[src/rtl/fsm_trace_monitor.sv]
// ---------------------------------------------------------------------------
// fsm_trace_monitor
//
// Passive observer for the four-state control FSM (A=00, S1=01, S2=10, B=11).
// On every qualified cycle it samples the FSM state and output_signal. It
// keeps a saturating entry counter per state and logs each state change as a
// {from,to} record into a small FIFO. A valid/ready handshake drains that
// FIFO. Sticky flags report a dropped record and, when the consistency checks
// are built, illegal transitions and output/state mismatches.
//
// Build option:
//   FSM_MON_CHECK_EN  defined   -> illegal/out_err check logic is built
//                     undefined -> illegal and out_err are tied to 0
//
// Parameters:
//   DEPTH  transition FIFO depth in records (power of two, >= 2)
//   CNT_W  width of each per-state entry counter
//
// Ports:
//   clk        in   single clock, rising edge
//   reset_n    in   synchronous active-low reset
//   sample_en  in   qualifies state_in / out_in this cycle
//   state_in   in   FSM state code
//   out_in     in   FSM output_signal
//   clr        in   synchronous clear of counters, FIFO and sticky flags
//   cnt_sel    in   selects which state's counter drives cnt_out
//   cnt_out    out  entry count of state cnt_sel (mux of registered counters)
//   rec_valid  out  FIFO non-empty
//   rec_data   out  head record {from[3:2], to[1:0]}
//   rec_ready  in   consumer accepts head when rec_valid
//   overflow   out  sticky: a record was dropped
//   illegal    out  sticky: illegal transition seen
//   out_err    out  sticky: out_in inconsistent with state_in
// ---------------------------------------------------------------------------
module fsm_trace_monitor #(
    parameter int DEPTH = 8,
    parameter int CNT_W = 16
) (
    input  logic             clk,
    input  logic             reset_n,
    input  logic             sample_en,
    input  logic [1:0]       state_in,
    input  logic             out_in,
    input  logic             clr,
    input  logic [1:0]       cnt_sel,
    output logic [CNT_W-1:0] cnt_out,
    output logic             rec_valid,
    output logic [3:0]       rec_data,
    input  logic             rec_ready,
    output logic             overflow,
    output logic             illegal,
    output logic             out_err
);

    localparam int PTR_W = $clog2(DEPTH);
    localparam int OCC_W = $clog2(DEPTH + 1);
    localparam logic [OCC_W-1:0] OCC_FULL = OCC_W'(DEPTH);

    localparam logic [1:0] ST_A  = 2'b00;
    localparam logic [1:0] ST_S1 = 2'b01;
    localparam logic [1:0] ST_S2 = 2'b10;
    localparam logic [1:0] ST_B  = 2'b11;

    // Saturating increment: the counter sticks at all-ones.
    function automatic logic [CNT_W-1:0] sat_inc(input logic [CNT_W-1:0] v);
        if (&v) return v;
        return v + CNT_W'(1);
    endfunction

    // ---------------- state ----------------
    logic [1:0]       prev_state_q;
    logic             prev_vld_q;
    logic [CNT_W-1:0] cnt_q [4];
    logic [CNT_W-1:0] cnt_d [4];

    logic [3:0]       mem_q [DEPTH];
    logic [PTR_W-1:0] wr_ptr_q, wr_ptr_d;
    logic [PTR_W-1:0] rd_ptr_q, rd_ptr_d;
    logic [OCC_W-1:0] occ_q, occ_d;
    logic             rec_valid_q, rec_valid_d;
    logic [3:0]       rec_data_q, rec_data_d;
    logic             overflow_q, overflow_d;

    // ---------------- sample decode ----------------
    logic       is_first;
    logic       is_change;
    logic       count_inc;
    logic [3:0] push_rec;
    logic       full;
    logic       pop;
    logic       push_acc;
    logic       drop;
    logic [PTR_W-1:0] rd_nxt;

    assign is_first  = sample_en & ~prev_vld_q;
    assign is_change = sample_en & prev_vld_q & (state_in != prev_state_q);
    assign count_inc = is_first | is_change;
    assign push_rec  = {prev_state_q, state_in};

    assign full     = (occ_q == OCC_FULL);
    assign pop      = rec_valid_q & rec_ready;
    // A pop in the same cycle frees the slot a full FIFO needs for the push.
    assign push_acc = is_change & (~full | pop);
    assign drop     = is_change & full & ~pop;
    assign rd_nxt   = rd_ptr_q + PTR_W'(1);

    always_comb begin
        for (int i = 0; i < 4; i++) begin
            cnt_d[i] = cnt_q[i];
            if (count_inc && (state_in == 2'(i)))
                cnt_d[i] = sat_inc(cnt_q[i]);
        end
    end

    assign cnt_out = cnt_q[cnt_sel];

    // ---------------- FIFO bookkeeping ----------------
    always_comb begin
        wr_ptr_d   = wr_ptr_q;
        rd_ptr_d   = rd_ptr_q;
        occ_d      = occ_q;
        rec_data_d = rec_data_q;
        overflow_d = overflow_q | drop;

        if (push_acc) wr_ptr_d = wr_ptr_q + PTR_W'(1);
        if (pop)      rd_ptr_d = rd_nxt;

        case ({push_acc, pop})
            2'b10:   occ_d = occ_q + OCC_W'(1);
            2'b01:   occ_d = occ_q - OCC_W'(1);
            default: occ_d = occ_q;
        endcase

        // The head is kept in its own register so rec_data is a flop output
        // and reads 0 whenever the FIFO is empty. When more than one record
        // is queued, the slot after the head still holds old data that this
        // edge does not overwrite.
        if (pop) begin
            if (occ_q > OCC_W'(1))
                rec_data_d = mem_q[rd_nxt];
            else if (push_acc)
                rec_data_d = push_rec;
            else
                rec_data_d = 4'h0;
        end else if (occ_q == '0 && push_acc) begin
            rec_data_d = push_rec;
        end

        rec_valid_d = (occ_d != '0);
    end

    // ---------------- control registers ----------------
    always_ff @(posedge clk) begin
        if (!reset_n || clr) begin
            prev_state_q <= ST_A;
            prev_vld_q   <= 1'b0;
            for (int i = 0; i < 4; i++) cnt_q[i] <= '0;
            wr_ptr_q     <= '0;
            rd_ptr_q     <= '0;
            occ_q        <= '0;
            rec_valid_q  <= 1'b0;
            rec_data_q   <= 4'h0;
            overflow_q   <= 1'b0;
        end else begin
            if (count_inc) begin
                prev_state_q <= state_in;
                prev_vld_q   <= 1'b1;
            end
            for (int i = 0; i < 4; i++) cnt_q[i] <= cnt_d[i];
            wr_ptr_q    <= wr_ptr_d;
            rd_ptr_q    <= rd_ptr_d;
            occ_q       <= occ_d;
            rec_valid_q <= rec_valid_d;
            rec_data_q  <= rec_data_d;
            overflow_q  <= overflow_d;
        end
    end

    // ---------------- record storage (no reset) ----------------
    always_ff @(posedge clk) begin
        if (push_acc && reset_n && !clr)
            mem_q[wr_ptr_q] <= push_rec;
    end

    assign rec_valid = rec_valid_q;
    assign rec_data  = rec_data_q;
    assign overflow  = overflow_q;

    // ---------------- consistency checks ----------------
`ifdef FSM_MON_CHECK_EN
    logic illegal_q, illegal_d;
    logic out_err_q, out_err_d;
    logic exp_out;

    // output_signal is asserted in A and S2 only.
    assign exp_out = (state_in == ST_A) || (state_in == ST_S2);

    always_comb begin
        illegal_d = illegal_q;
        out_err_d = out_err_q;
        // S2 may only be entered from A; the record is still logged.
        if (is_change && (state_in == ST_S2) &&
            ((prev_state_q == ST_S1) || (prev_state_q == ST_B)))
            illegal_d = 1'b1;
        if (sample_en && (out_in != exp_out))
            out_err_d = 1'b1;
    end

    always_ff @(posedge clk) begin
        if (!reset_n || clr) begin
            illegal_q <= 1'b0;
            out_err_q <= 1'b0;
        end else begin
            illegal_q <= illegal_d;
            out_err_q <= out_err_d;
        end
    end

    assign illegal = illegal_q;
    assign out_err = out_err_q;
`else
    logic unused_out_in;
    assign unused_out_in = out_in;
    assign illegal = 1'b0;
    assign out_err = 1'b0;
`endif

endmodule

[config.mk]
export PLATFORM = sky130hd
export DESIGN_NAME = fsm_trace_monitor
export DESIGN_NICKNAME = d
export VERILOG_FILES = /design/src/rtl/fsm_trace_monitor.sv
export SDC_FILE = /design/constraint.sdc
export NUM_CORES = 1
export LEC_CHECK = 0
export BUFFER_PORTS_ARGS = -buffer_cell sky130_fd_sc_hd__buf_2
export CORE_UTILIZATION = 43
export DETAILED_ROUTE_END_ITERATION = 10
export PLACE_DENSITY = 0.64
export SLEW_MARGIN = 20
export SYNTH_ARGS = -nofsm -noshare
export SYNTH_HDL_FRONTEND = slang
export SYNTH_SLANG_ARGS = --single-unit
[constraint.sdc]
create_clock -name clk -period 2.8 [get_ports clk]
set_clock_uncertainty 0.1 [all_clocks]
set_input_delay 0.14 -clock clk [delete_from_list [all_inputs] [get_ports clk]]
set_output_delay 0.14 -clock clk [all_outputs]
set_load 0.01 [all_outputs]
## After elaboration in Yosys (flattened, before gate mapping)

Memories as Yosys holds them, arrays and structs flattened.
Index checks and enable logic that the tools add are counted.

- $add $sub $neg: 8
- Magnitude comparators: 1
- Equal/unequal tests: 7
- Mux-type cells: 34
- Bitwise gates (word level): 17
- Reduce and logical (&&, ||, !) cells: 18

Operators by type and width:

| kind | count |
|---|---|
| 2-to-1 mux 16 bit | 16 |
| adder 16 x 1 -> 16 bit, second input constant | 4 |
| AND reduction 16 bit | 4 |
| 2-to-1 mux 4 bit | 4 |
| 2-to-1 mux 1 bit | 13 |
| one-hot mux 4 bit (2 select lines) | 1 |
| AND 1 bit | 7 |
| logical AND 1 bit | 7 |
| OR 1 bit | 7 |
| adder 3 x 1 -> 3 bit, second input constant | 2 |
| equality test 2 bit, second input constant | 3 |
| adder 4 x 1 -> 4 bit, second input constant | 1 |
| equality test 2 x 1 -> 1 bit, second input constant | 2 |
| equality test 4 bit, second input constant | 1 |
| greater-than comparator 4 x 1 -> 1 bit, second input constant | 1 |
| logical NOT 4 bit | 1 |
| nonzero test 4 bit | 1 |
| subtractor 4 x 1 -> 4 bit, second input constant | 1 |
| NOT 1 bit | 3 |
| logical NOT 1 bit | 2 |
| logical NOT 2 bit | 1 |
| != test 2 bit | 1 |
| nonzero test 2 bit | 1 |
| logical OR 1 bit | 1 |

- Bits in registers: 19
- Bits in writable memories: 96
- Output and inout port bits: 24
- Word-level logic and storage cells: 95
- Memories kept: 2

Memories:

| name | words | bits a word | read ports | clocked after memory_dff | write ports | RTL line | text |
|---|---|---|---|---|---|---|---|
| cnt_q | 4 | 16 | 5 | 0 | 4 | 73 | `logic [CNT_W-1:0] cnt_q [4];` |
| mem_q | 8 | 4 | 1 | 0 | 1 | 76 | `logic [3:0] mem_q [DEPTH];` |

## Logic depth before layout (Yosys ltp)

- Depth after elaboration: 8
- Depth in mapped cells: 7

## Worst setup path before layout

No wires, ideal clock.

- Kind: register to register
- From: reg occ_q[0]
- To: mem mem_q[4][0], enable pin
- Setup time: 0.361 ns
- Arrival time: 1.688 ns
- Required time: 2.339 ns
- Setup slack: 0.650 ns
- Stages on the path, launching flop included: 8
- Clock period less this slack: 2.150 ns
- Cell sequence: dfxtp_1 -> inv_1 -> ha_1 -> nand2_1 -> nor3_1 -> nor2b_1 -> nand3_1 -> nor3_1

- Word-level cells in the longest chain between the ends: 8

Ends and longest elaborated chain:

| item | RTL line | text |
|---|---|---|
| start: declaration | 79 | `logic [OCC_W-1:0] occ_q, occ_d;` |
| start signal: assignment | 160 | `occ_q <= '0;` |
| start signal: assignment | 172 | `occ_q <= occ_d;` |
| equality test 4 bit | 100 | `assign full = (occ_q == OCC_FULL);` |
| NOT 1 bit | 103 | `assign push_acc = is_change & (~full \| pop);` |
| OR 1 bit | 103 |  |
| AND 1 bit | 103 |  |
| logical AND 1 bit (2 in series) | 181 | `if (push_acc && reset_n && !clr)` |
| 2-to-1 mux 1 bit | 181 |  |
| 2-to-1 mux 1 bit (not written as such) | 182 | `mem_q[wr_ptr_q] <= push_rec;` |
| end: declaration | 76 |  |

No other way between the ends.

## Final worst setup path

- From: reg occ_q[0]
- To: mem mem_q[0][3], enable pin

Same word-level chain as after synthesis.

==> flow_summary_export.csv <==
group,metric,value,unit
outcome,status,"finished clean",
clocking,cts_made_buffers,17,
yosys,yosysMostFrequentCell,"nor2_1",
global_route,grt_max_degree,26,
detailed_routing,ant_nets,0,
worst_setup_path,ff2ff_path_depth,7,
floorplanning,die_w,118,um
pwr,swShare,21.3,%
yosys,synthCells,558,
pwr,intPower,3.15,mW
pwr,p_leak,2.24,nW
sta,slew_headroom,43.0,%
floorplanning,core-area,0.0132,mm^2
layout,instances_no_fill,781,
pwr,clockPowerShare,53.9,%
min_path,min_delay_path_depth,1,
placement,dp_hpwl,9160,um
yosys,synth_top_family_by_area,"simple AND/OR/NAND/NOR gates",
yosys,ys.flop_type,"dfxtp_1",
sta,fin_crit_sh,88.3,%
yosys,synthXorXnorAreaFrac,8.40,%
yosys,synth-simple-area-share,22.8,%
yosys,syn_avg_cell_area,10.5,um^2
worst_setup_path,r2r-end,"mem_q[0][3]",
yosys,syn-cell-area,0.00584,mm^2
floorplanning,start_util,44.1,%
floorplanning,pin_count,34,
clocking,cts_tree,"yes",
min_path,hold_end,"mem_q[3][1]",
global_route,grt-ovfl-total,0,
pwr,power_frac_seq,43.0,%
floorplanning,dieArea,0.0140,mm^2
detailed_routing,wire_per_inst,16.7,um
global_route,antenna_found_initial,0,
clocking,htreeDepth,4,
clocking,clk_latency,410,ps
flow_run,drv_cap,0,
global_route,grt_usage,19.9,%
worst_setup_path,required,2750,ps
layout,layout-drive-gt1-share,18.8,%
layout,fill_cells,1198,
pwr,power.switching,851,uW
yosys,synth_edf_count,32,
detailed_routing,first_pass_iters,5,
yosys,synth-compound-area-share,7.46,%
worst_setup_path,end_kind,"flip-flop",
pwr,pwr-share-comb,3.1,%
detailed_routing,avgViaCountPerCell,5.66,
yosys,synth_top_area_cell,"dfxtp_1",
min_path,hold_class,"in2reg",
worst_setup_path,rrSetupSlack,330,ps
min_path,min_from,"state_in[1]",
yosys,yosys.area.top_type_share,28.5,%
clocking,post_cts_buffers,0,
clocking,clockBufferDepth,2,
sta,period_minus_slack,2470,ps
layout,nNetsFinal,611,
layout,utilization,51.0,%
clocking,ctsResizeCount,0,
yosys,yosys_warnings,0,
pwr,vdd_ir_drop_max,0.365,mV
placement,place.gp.congestion,0.831,
floorplanning,std_cell_rows,42,
yosys,ys_seq_area_share,44.9,%
clocking,clk_pin_slew,60,ps
floorplanning,die_h,118,um
yosys,synth_fa_ha_area_share,1.93,%
sta,worstMarginPinSlew,847,ps
detailed_routing,vias,4420,
yosys,ys_types,57,
detailed_routing,wl,13000,um
sta,setup_viol,0,
sta,fin_setup_tns,0,ps
placement,dp.cells,748,
global_route,grt_pass1_vias,4294,
clocking,cts-root-buf,"clkbuf_16",
sta,rsz0062_at_grt,"no",
layout,diodes,0,
sta,max_freq,404,MHz
worst_setup_path,critical_path_class,"reg2reg",
worst_setup_path,startpoint_type,"flip-flop",
sta,maxSlewViolCount,0,
clocking,cts.sinks,115,
pwr,power_density,593,mW/mm^2
yosys,synth_area_leaders,"dfxtp_1 (28%), edfxtp_1 (16%), mux4_2 (9.3%)",
yosys,muxShareOfSynthArea,11.4,%
detailed_routing,drc,0,
worst_setup_path,worstReg2RegStart,"occ_q[0]",
placement,portBuffers,30,
layout,syn_to_final_growth,15.7,%
detailed_routing,drt_first_iter_violations,254,
sta,hold_violations,0,
yosys,ys_ff_latch,115,
global_route,grt_pass1_wl,21600,um
yosys,synthTopCellsByCount,"nor2_1 (86), dfxtp_1 (83), xnor2_1 (38)",
worst_setup_path,cp_max_fo,8,
worst_setup_path,arrival,2420,ps
clocking,hold_buffers,1,
yosys,async_flop_share,0,%
[kinds of logic after synthesis]
logic type	count (synthesis)
XOR/XNOR	56
AO/OA/AOI/OAI	61
multiplexers	36
AND/OR/NAND/NOR	244
adder cells (fa/ha/maj)	9
other	1
flip-flops	115
buffers and inverters	36
[area by class of cell]
| class | count | area (um^2) | area share, % |
|---|---|---|---|
| sequential | 115 | 2620 | 38.9 |
| inverter | 8 | 30.0 | 0.445 |
| tap | 176 | 220 | 3.26 |
| multi-input combinational | 408 | 3040 | 45.1 |
| timing repair buffer | 42 | 243 | 3.60 |
| clock inverter | 14 | 161 | 2.39 |
| clock buffer | 18 | 429 | 6.36 |
[per-layer routing]
layer	part of all wire, %	global-route usage (%)
met5	0	0
met3	5.0	4.54
met2	47	32.0
met4	1.7	7.99
met1	47	26.0
[worst max-delay path: stages (launching register included)]
cell	delay, ps
dfxtp_1	480
inv_1	80
ha_1	260
nand2_1	130
nor3_1	80
nor2b_1	310
nand3b_1	210
nor3_1	460
[registers in the layout, summed over array words and instances (netlist names)]
register and flops:
prev_vld_q 1, prev_state_q 2, wr_ptr_q 3, rd_ptr_q 3, overflow 1, mem_q 32
rec_data 4, occ_q 4, rec_valid 1, cnt_q 64
[stage by stage]
stage | cell area [um^2] | hold slack (ps) | setup slack [ps] | total power, mW
after floorplan | 5840 | 139 | 650 | 1.85
after global placement | 6150 | 350 | 425 | 1.87
after detailed placement | 6150 | 372 | 346 | 1.88
after CTS | 6750 | 27.1 | 336 | 4.03
after global routing | 6750 | 37.5 | 168 | 4.13
final | 6750 | 34.3 | 328 | 4.00
[how the worst max path moves through the flow]
stage          slack (ps)     endpoint      from
5_1_grt               170  mem_q[0][3]  occ_q[0]
3_3_place_gp          430  mem_q[0][1]  occ_q[0]
3_5_place_dp          350  mem_q[0][0]  occ_q[0]
6_report              330  mem_q[0][3]  occ_q[0]
2_1_floorplan         650  mem_q[4][0]  occ_q[0]
4_1_cts               340  mem_q[0][3]  occ_q[0]
[power by group through the flow]
stage,Clock [mW],Combinational [mW],Sequential [mW]
after CTS,2.19,0.125,1.72
after floorplan,0,0.0905,1.75
after detailed placement,0,0.123,1.75
after global placement,0,0.120,1.75
after global routing,2.27,0.136,1.72
final,2.16,0.124,1.72
[layout by cell type (no fill, tap or decap), types with 5 or more instances in the layout]
master and count:
a21oi_1 15, a31oi_1 6, and3_1 10, and4_1 9
buf_2 30, buf_4 11, clkbuf_16 17, dfxtp_1 83
edfxtp_1 32, ha_1 9, inv_1 8, mux2i_1 10
mux4_2 24, nand2_1 36, nand3_1 20, nand4_1 17
nor2_1 86, nor3_1 18, nor4_1 5, o211ai_1 7
o21ai_0 11, or3_1 7, xnor2_1 38, xor2_1 18
Power figures use the tool's default switching activity.
